[src/rtl/lsu_bus_master.sv]
// Load/store initiator for the core data bus: one request at a time, fixed wait
// window, byte/halfword extension on loads, misaligned requests rejected without bus traffic.
module lsu_bus_master #(
  parameter int unsigned WAIT_CYCLES = 1
) (
  input  logic        clk,
  input  logic        rst_n,
  input  logic        req_valid,
  output logic        req_ready,
  input  logic        req_store,
  input  logic [1:0]  req_size,
  input  logic        req_unsigned,
  input  logic [31:0] req_addr,
  input  logic [31:0] req_wdata,
  output logic        resp_valid,
  output logic        resp_err,
  output logic [31:0] resp_rdata,
  output logic        bus_rw,
  output logic [1:0]  bus_len,
  output logic [31:0] bus_addr,
  output logic [31:0] bus_write,
  input  logic [31:0] bus_read
);

  // state  | meaning
  // IDLE   | ready for a request
  // ACCESS | request driven on the bus, wait counter running
  // DONE   | good response strobe
  // ERR    | misaligned / reserved-size response strobe
  typedef enum logic [1:0] {
    IDLE   = 2'd0,
    ACCESS = 2'd1,
    DONE   = 2'd2,
    ERR    = 2'd3
  } state_t;

  localparam logic [3:0] CNT_INIT = 4'(WAIT_CYCLES - 1);

  state_t      state;
  state_t      state_nxt;
  logic [3:0]  cnt;
  logic        rw_q;
  logic        unsigned_q;
  logic        misaligned;
  logic        accept;
  logic        cnt_zero;
  logic [31:0] load_ext;

  always_comb begin
    misaligned = 1'b0;
    unique case (req_size)
      2'b00:   misaligned = 1'b0;
      2'b01:   misaligned = req_addr[0];
      2'b10:   misaligned = |req_addr[1:0];
      default: misaligned = 1'b1;
    endcase
  end

  assign accept   = (state == IDLE) && req_valid;
  assign cnt_zero = (cnt == 4'd0);

  always_ff @(posedge clk or negedge rst_n) begin
    if (!rst_n) begin
      state <= IDLE;
    end else begin
      state <= state_nxt;
    end
  end

  // bus_rw is decoded from state so an async reset drops it immediately
  always_comb begin
    state_nxt  = state;
    req_ready  = 1'b0;
    resp_valid = 1'b0;
    resp_err   = 1'b0;
    bus_rw     = 1'b0;
    unique case (state)
      IDLE: begin
        req_ready = 1'b1;
        if (req_valid) begin
          state_nxt = misaligned ? ERR : ACCESS;
        end
      end
      ACCESS: begin
        bus_rw = rw_q;
        if (cnt_zero) begin
          state_nxt = DONE;
        end
      end
      DONE: begin
        resp_valid = 1'b1;
        state_nxt  = IDLE;
      end
      ERR: begin
        resp_valid = 1'b1;
        resp_err   = 1'b1;
        state_nxt  = IDLE;
      end
      default: state_nxt = IDLE;
    endcase
  end

  always_comb begin
    load_ext = bus_read;
    unique case (bus_len)
      2'b00:   load_ext = {{24{bus_read[7]  & ~unsigned_q}}, bus_read[7:0]};
      2'b01:   load_ext = {{16{bus_read[15] & ~unsigned_q}}, bus_read[15:0]};
      default: load_ext = bus_read;
    endcase
  end

  always_ff @(posedge clk or negedge rst_n) begin
    if (!rst_n) begin
      bus_addr   <= 32'h0;
      bus_len    <= 2'b00;
      bus_write  <= 32'h0;
      rw_q       <= 1'b0;
      unsigned_q <= 1'b0;
      cnt        <= 4'd0;
      resp_rdata <= 32'h0;
    end else begin
      if (accept) begin
        if (misaligned) begin
          resp_rdata <= 32'h0;
        end else begin
          bus_addr   <= req_addr;
          bus_len    <= req_size;
          rw_q       <= req_store;
          unsigned_q <= req_unsigned;
          cnt        <= CNT_INIT;
          if (req_store) begin
            bus_write <= req_wdata;
          end
        end
      end
      if (state == ACCESS) begin
        if (cnt_zero) begin
          resp_rdata <= rw_q ? 32'h0 : load_ext;
        end else begin
          cnt <= cnt - 4'd1;
        end
      end
    end
  end

endmodule

[config.mk]
export PLATFORM = sky130hd
export DESIGN_NAME = lsu_bus_master
export DESIGN_NICKNAME = d
export VERILOG_FILES = /design/src/rtl/lsu_bus_master.sv
export SDC_FILE = /design/constraint.sdc
export NUM_CORES = 1
export LEC_CHECK = 0
export BUFFER_PORTS_ARGS = -buffer_cell sky130_fd_sc_hd__buf_2
export CAP_MARGIN = 20
export CELL_PAD_IN_SITES_DETAIL_PLACEMENT = 0
export CELL_PAD_IN_SITES_GLOBAL_PLACEMENT = 1
export CORE_AREA = 3 3 111 113
export CTS_CLUSTER_SIZE = 28
export DETAILED_ROUTE_END_ITERATION = 10
export DIE_AREA = 0 0 114 116
export PLACE_DENSITY_LB_ADDON = 0.1
export RECOVER_POWER = 25
export SYNTH_ARGS = -nofsm -noshare
export SYNTH_HDL_FRONTEND = slang
export SYNTH_SLANG_ARGS = --single-unit
export TNS_END_PERCENT = 20
[constraint.sdc]
create_clock -name clk -period 2.6 [get_ports clk]
set_clock_uncertainty 0.15 [all_clocks]
set_input_delay 0.26 -clock clk [delete_from_list [all_inputs] [get_ports clk]]
set_output_delay 0.26 -clock clk [all_outputs]
set_load 0.03 [all_outputs]
## Word-level counts from Yosys, hierarchy flattened

Cells that the tools add are included.

- Bitwise operators: 4
- Equal/unequal tests: 8
- Add/subtract/negate cells: 1
- Multiplexer cells: 19
- Reduce and logical (&&, ||, !) cells: 10

Operator list:

| cell | number |
|---|---|
| two-way mux 32 bit | 5 |
| one-hot mux 32 bit (2 select lines) | 1 |
| two-way mux 4 bit | 4 |
| equality test 2 x 1 -> 1 bit (second input constant) | 3 |
| equality test 2 bit (second input constant) | 3 |
| logical NOT 2 bit | 3 |
| two-way mux 2 bit | 3 |
| one-hot mux 2 bit (3 select lines) | 1 |
| logical NOT 4 bit | 1 |
| two-way mux 1 bit | 4 |
| != test 2 bit (second input constant) | 2 |
| AND reduction 2 bit | 2 |
| OR reduction 2 bit | 2 |
| subtractor 4 x 1 -> 4 bit (second input constant) | 1 |
| one-hot mux 1 bit (3 select lines) | 1 |
| AND reduction 3 bit | 1 |
| bitwise AND 1 bit | 2 |
| inverter 1 bit | 2 |
| logical AND 1 bit | 1 |

- Register bits after elaboration: 106
- Logic and storage cells: 50
- Input port bits: 103
- Output and inout port bits: 102

## Longest topological paths before layout

Gate-level depths: netlist of the first run.

- Word-level depth: 6
- Depth in mapped cells: 7
- Depth with buffers taken out: 6

## Worst setup path before layout of the first run

No wires, ideal clock.

- Path kind: register to register
- From: register state[0]
- To: register bus_write[10]
- Path buffers: 1
- Clock period less this slack: 1974 ps
- Data required time: 2325 ps
- Cell stages (with the launch flop): 5
- Data arrival time: 1699 ps
- Setup time: 125 ps
- Slack: 626 ps
- Cell sequence: dfrtp_1 nor2_1 o2111ai_4 buf_6 mux2_2

- Word-level cells in the longest chain between the ends: 3

Ends and longest elaborated chain:

| item | line | RTL |
|---|---|---|
| start, declared | 39 | `state_t state;` |
| start signal, assigned | 66 | `state <= state_nxt;` |
| logical NOT 2 bit | 59 | `assign accept = (state == IDLE) && req_valid;` |
| logical AND 1 bit | 59 |  |
| AND reduction 3 bit (no source line) | n/a |  |
| end signal, assigned | 132 | `bus_write <= req_wdata;` |
| end, declared | 21 | `output logic [31:0] bus_write,` |

Every way passes these cells.
A chain may end at the register's enable or synchronous reset.

## Final worst setup path of the first run

- From: register state[0]
- To: register bus_addr[29]

- Word-level cells in the longest chain between the ends: 3

Ends and longest elaborated chain:

| item | line | RTL |
|---|---|---|
| logical NOT 2 bit | 59 |  |
| logical AND 1 bit | 59 |  |
| AND reduction 2 bit (no source line) | n/a |  |
| end signal, assigned | 126 | `bus_addr <= req_addr;` |
| end, declared | 20 | `output logic [31:0] bus_addr,` |

Every way passes these cells.

==> run summary, run 1 <==
Status - completed
Instance count of the mapped netlist - 293
P per Cell Area - 1280 mW/mm^2
Endpoint class of the critical path - register
Starting density of the core - 38.7%
Critical Path AT - 2.17 ns
Synthesized area per cell - 15.1 um^2
Die Height - 116 um
Clock Root Buffer - clkbuf_16
Worst setup margin - 0.497 ns
CP cell instances - or3b_1 > o21bai_4 > buf_4 > mux2_4
Port bufs - 204
Slowest-stage cell, CP - dfrtp_1
Period utilisation layout - 80.9%
Final net count - 663
Detailed-route via count - 3368
Iter 0 DRT Violations - 115
Final Max Tran Viols - 0
Drt total wl - 11.1 mm
DR WL/cell - 15.6 um
DP HPWL - 7.88 mm
Post-synth EDFFs - 0
Most common cell in the netlist - dfrtp_1
Vias in the first global route - 3530
DRC - 0
Worst Tran Pin Value - 1.04 ns
Tmin final - 2.10 ns
Mapped cell area - 0.00442 mm^2
Final Wtd Congestion - 0.761
Ant diodes - 0
Syn. warnings - 0
Slew headroom - 31.0%
Cells after DPL - 632
Max Cap Viol - 0
Die Wd - 114 um
Fin. Hold Viols - 0
Layout cells sized above 1 - 51.1%
Delay-heaviest family, CP - flip-flops
Largest net degree at the start of global routing - 43
Sink Count - 106
Routed Antenna Nets - 0
CTS Buf Count - 9
Drt pass-1 iters - 5
Mapped Nets - 397
Flop-to-flop setup slack - 0.50 ns
Core Region - 0.0114 mm^2
Gr ovfl total - 0
Fin Setup TNS - 0 ns
CTS tree - done
Critical path class - reg2reg
Clock Latency Late Sink - 0.33 ns
Full die area - 0.0132 mm^2
First-pass GRT wire length - 17.5 mm
Slowest stage delay, CP - 0.45 ns
Register area share after synthesis - 60.0%
Register bit count reported by yosys - 106
PostCTS Resize Cnt - 0
Cell taking the most area after synthesis - dfrtp_1
# setup viols final - 0
Fmax - 475 MHz
Buf+Inv Stages, Crit Path - 1
P_leak - 0.00331 uW
Post-synth cell types - 33
IO Count - 205
Worst min-delay path class - in2reg
RSZ-0062 raised after global routing - no
Row cnt - 39
CTS Buffer Depth - 2
Startpoint types - register
Placed cell areas - 0.00557 mm^2
Worst VDD drop - 0.574 mV
Top FF cell, synth - dfrtp_1
Synth top area share - 60.0%
CP required - 2.66 ns
Vias per Instance - 4.76
Fin cells - 707
Gr usage total - 16.7%
Pre-CTS setup slack - 0.396 ns
Async S/R FF share, synth - 100%
Post-synth top cells - 106 x dfrtp_1, 35 x mux2_4, 32 x mux2_2
Initial antenna violation count - 0
H-tree depth - 3
Post-route cell area - 0.00641 mm^2
Synth area leaders - dfrtp_1 60%, mux2_4 12%, mux2_2 8.1%
Crit-path max FO - 14
Worst-path clk slew - 0.07 ns
Area Overhead vs Synth - 45.1%
registers in the layout, summed over array words and instances, names as in the netlist:
register,count
bus_addr,32
bus_len,2
bus_write,32
cnt,4
resp_rdata,32
rw_q,1
state,2
unsigned_q,1
area by class of cell:
class / count / area, um^2
fillers: 988 / 5000
flip-flops and latches: 106 / 2650
repair buffers: 272 / 1670
multi-input cells: 166 / 1620
clock buffers: 12 / 256
well taps: 143 / 179
clock inverters: 4 / 26.3
inverters: 4 / 15.0
cells by family (layout without fill, tap and decap cells):
kind of cell / after synthesis / after routing / synth area share (%)
muxes: 69 / 69 / 20.5
DFF: 106 / 106 / 60.0
and+or+nand+nor: 47 / 47 / 6.54
adders and majority gates: 1 / 1 / 0.283
AOI/OAI and AO/OA: 49 / 49 / 9.31
buffers and inverters: 21 / 292 / 3.40
worst register-to-register path: stages (launching register included):
cell and delay (ns):
dfrtp_1 0.45, or3b_1 0.43, o21bai_4 0.33, buf_4 0.30
mux2_4 0.33
placed cells by master (no fill, tap or decap), drive strengths merged, types with 2 or more instances in the layout:
cell type and count:
nand3 4, inv 4, mux2 67, o2bb2ai 16
nand2 12, dfrtp 106, nor2b 17, mux2i 2
nor2 3, clkinv 3, dlygate4sd3 59, nand2b 2
buf 196, nor3 3, a22o 16, o21ai 12
clkbuf 29, and2 2
metrics by stage:
step / hold slack, ns / total power (uW) / util, %
after floorplan: -0.186 / 5780 / -
after global placement: 0.134 / 6920 / 48.8
after detailed placement: 0.129 / 6950 / 48.8
after CTS: 0.0000603 / 8340 / 56.4
after global routing: 0.00201 / 8700 / 56.2
final: 0.0129 / 8200 / 56.2
layer usage:
layer | up-vias | wire length [um] | GRT usage, % | part of all wire, %
li1 | 1578 | - | - | -
met1 | 1644 | 4570 | 20.8 | 41
met2 | 132 | 5360 | 28.0 | 48
met3 | 14 | 915 | 4.18 | 8.3
met4 | 0 | 219 | 6.73 | 2.0
met5 | - | 0 | 0 | 0
power by group:
group / internal, uW / switching, uW / total [uW]
registers: 2410 / 473 / 2880
clock network: 701 / 566 / 1270
logic: 1560 / 2490 / 4050
total: 4670 / 3530 / 8200
timing repair:
action	in CTS	in global routing
setup endpoints to repair	0	0
setup buffers	0	0
endpoints found under the hold margin	96	0
hold buffers	59	0
final timing paths:
path / from / to / depth (start not counted)
min in group asynchronous: rst_n / resp_rdata[6] / 2
max in group asynchronous: rst_n / resp_rdata[28] / 3
worst min register to register: resp_rdata[17] / resp_rdata[17] / 1
worst max register to register: state[0] / bus_addr[29] / 4
worst min-delay path: req_wdata[2] / bus_write[2] / 2
worst max-delay path: state[0] / bus_addr[29] / 4
Note: power is estimated with default switching activity, not from simulation.
==> run 2, diff against run 1 <==
Settings changed: CORE_AREA 3 3 111 113 to 3 3 115 117, DIE_AREA 0 0 114 116 to 0 0 118 120.
Clock period 2.6 ns to 2.2 ns, I/O delays scaled along.
==> run 2 against run 1 <==
Wire length is 5.7% higher. Clock-buffer cell count is 2 higher. Non-clock buffer count is 33 higher. Worst hold slack better by 0.016 ns. Flip-flop and latch count stayed put. Utilization is 1.5 points lower. Total power is 21% higher. Register-to-register slack worse by 0.25 ns. Sequential share of layout area is 2.4 points lower. Cell count is 8.8% higher. Critical path depth is 4 higher. Highest routed layer unchanged.
==> run summary, run 2 (synthesis results as in run 1) <==
Highest routing layer actually used - met4
Pre-CTS setup slack - 0.259 ns (-0.137 ns)
DR WL/cell - 15.2 um (-2.8%)
Row cnt - 41 (+5.1%)
Crit-path max FO - 32 (+18)
Path depth of the worst reg2reg path - 5 (+1)
RR Endpoint - resp_rdata[13]
Startpoint types - input port
Final Wtd Congestion - 0.732 (-3.7%)
CP required - 2.32 ns (-0.34 ns)
CTS Buf Count - 9 (unchanged)
RSZ-0062 raised after global routing - no
Area Overhead vs Synth - 54.1%
Status - completed
Regs by FF count - bus_addr: 32 flops, bus_write: 32 flops, resp_rdata: 32 flops
P_leak - 0.00351 uW (+6.1%)
# setup viols final - 0 (unchanged)
Vias per Instance - 4.51 (-5.3%)
Full die area - 0.0142 mm^2 (+7.1%)
Endpoint class of the critical path - register
Period utilisation layout - 94.1%
Die Height - 120 um (+3.4%)
P per Cell Area - 1460 mW/mm^2 (+14%)
Met2 WL - 5.42 mm (+1.1%)
Detailed-route via count - 3468 (+3.0%)
Max Cap Viol - 0 (unchanged)
Worst-path clk slew - 0.06 ns (about the same)
First-pass GRT wire length - 19.3 mm (+9.8%)
Port bufs - 204 (unchanged)
Worst setup margin - 0.129 ns (-0.367 ns)
Most used cells in the layout excluding fill and tap cells - 203 x buf_2, 106 x dfrtp_1, 90 x dlygate4sd3_1, 35 x mux2_4, 32 x mux2_2
Final net count - 696 (+5.0%)
Worst VDD drop - 0.660 mV (+15%)
Initial antenna violation count - 0 (unchanged)
Tmin final - 2.07 ns
CTS tree - done
Flop-to-flop setup slack - 0.25 ns (-0.25 ns)
Design Power - 9920 uW (+21%)
Gr usage total - 17.0% (+0.27 points)
Fin Setup TNS - 0 ns (unchanged)
DRC - 0 (unchanged)
Worst min-delay path class - in2reg
Post-CTS Setup Bufs - 0 (unchanged)
Clock Latency Late Sink - 0.34 ns (about the same)
Routed Antenna Nets - 0 (unchanged)
Drt total wl - 11.7 mm (+5.7%)
Iter 0 DRT Violations - 110 (-4.3%)
Final Max Tran Viols - 0 (unchanged)
Number of fill cells - 1076 (+8.9%)
Largest net degree at the start of global routing - 45 (+4.7%)
Critical Path AT - 2.19 ns (+0.02 ns)
Layout cells sized above 1 - 50.9% (-0.14 points)
Reg2Reg Launch Point - state[1]
Hold Crit Depth - 2 (unchanged)
Worst Tran Pin Value - 0.863 ns (-0.172 ns)
HP Start - req_size[0]
Slew headroom - 42.4% (+11 points)
Sink Count - 106 (unchanged)
Clock Root Buffer - clkbuf_16
Starting density of the core - 35.5% (-3.3 points)
Gr ovfl total - 0 (unchanged)
Vias in the first global route - 3785 (+7.2%)
Ant diodes - 0 (unchanged)
IO Count - 205 (unchanged)
Fmax - 483 MHz
Commonest non-fill, non-tap cell in the layout - buf_2
CTS Buffer Depth - 2 (unchanged)
Hold EP - bus_len[0]
Critical path class - in2reg
DP HPWL - 7.92 mm (+0.55%)
Core Region - 0.0125 mm^2 (+9.2%)
Met3 routed WL - 844 um (-7.8%)
Drt pass-1 iters - 4 (-1)
Metal-1 WL - 5.23 mm (+14%)
Die Wd - 118 um (+3.5%)
Fin. Hold Viols - 0 (unchanged)
H-tree depth - 3 (unchanged)
==> run 2: power by group <==
part,switching [uW],total [uW],internal [uW]
sequential,549,3400,2850
combinational,2980,4900,1920
clock,677,1620,945
total,4210,9920,5710
==> run 2: how the worst max path moves through the flow <==
| stage | from | end | slack [ns] | cells past startpoint |
|---|---|---|---|---|
| floorplan | state[0] | bus_write[10] | 0.23 | 4 |
| finish | req_addr[1] | resp_rdata[13] | 0.13 | 8 |
| detailed placement | state[0] | resp_rdata[1] | 0.26 | 5 |
| global placement | state[1] | resp_rdata[13] | 0.31 | 5 |
| global route | req_addr[1] | resp_rdata[13] | 0.02 | 8 |
| CTS | req_addr[1] | resp_rdata[14] | 0.15 | 8 |
==> run 2: routing by layer <==
| metal | track usage [%] | vias to the layer above |
|---|---|---|
| met5 | 0 | - |
| met4 | 6.96 | 0 |
| met3 | 5.51 | 14 |
| met1 | 22.1 | 1672 |
| met2 | 26.4 | 140 |
| li1 | - | 1642 |
==> run 2: timing repair <==
action | CTS | global route
gates resized for setup | 0 | 0
endpoints found under the hold margin | 121 | 0
hold buffers | 90 | 0
==> run 2: layout make-up <==
class	count	area [um^2]	area share [%]
Multi-Input combinational cell	166	1620	23.8
Clock inverter	2	35.0	0.514
Timing Repair Buffer	305	2010	29.5
Inverter	4	15.0	0.220
Tap cell	172	215	3.16
Clock buffer	14	264	3.88
Sequential cell	106	2650	38.9
==> run 2: per-stage QoR <==
stage          cells  hold slack [ns]  util, %  area [um^2]
6_report         769           0.0285     54.7         6810
5_1_grt          769           0.0124     54.7         6810
4_1_cts          769          0.00275     54.8         6830
3_5_place_dp     663           0.0545     45.2         5630
3_3_place_gp     663           0.0603     45.2         5630
2_1_floorplan    293           -0.226        -         4420
==> run 2: critical path, stage by stage <==
cell and delay, ns:
dlygate4sd3_1 0.56, buf_2 0.14, nor3_2 0.32, buf_4 0.20
nor3_2 0.04, nor2_2 0.13, buf_4 0.35, a22o_1 0.21
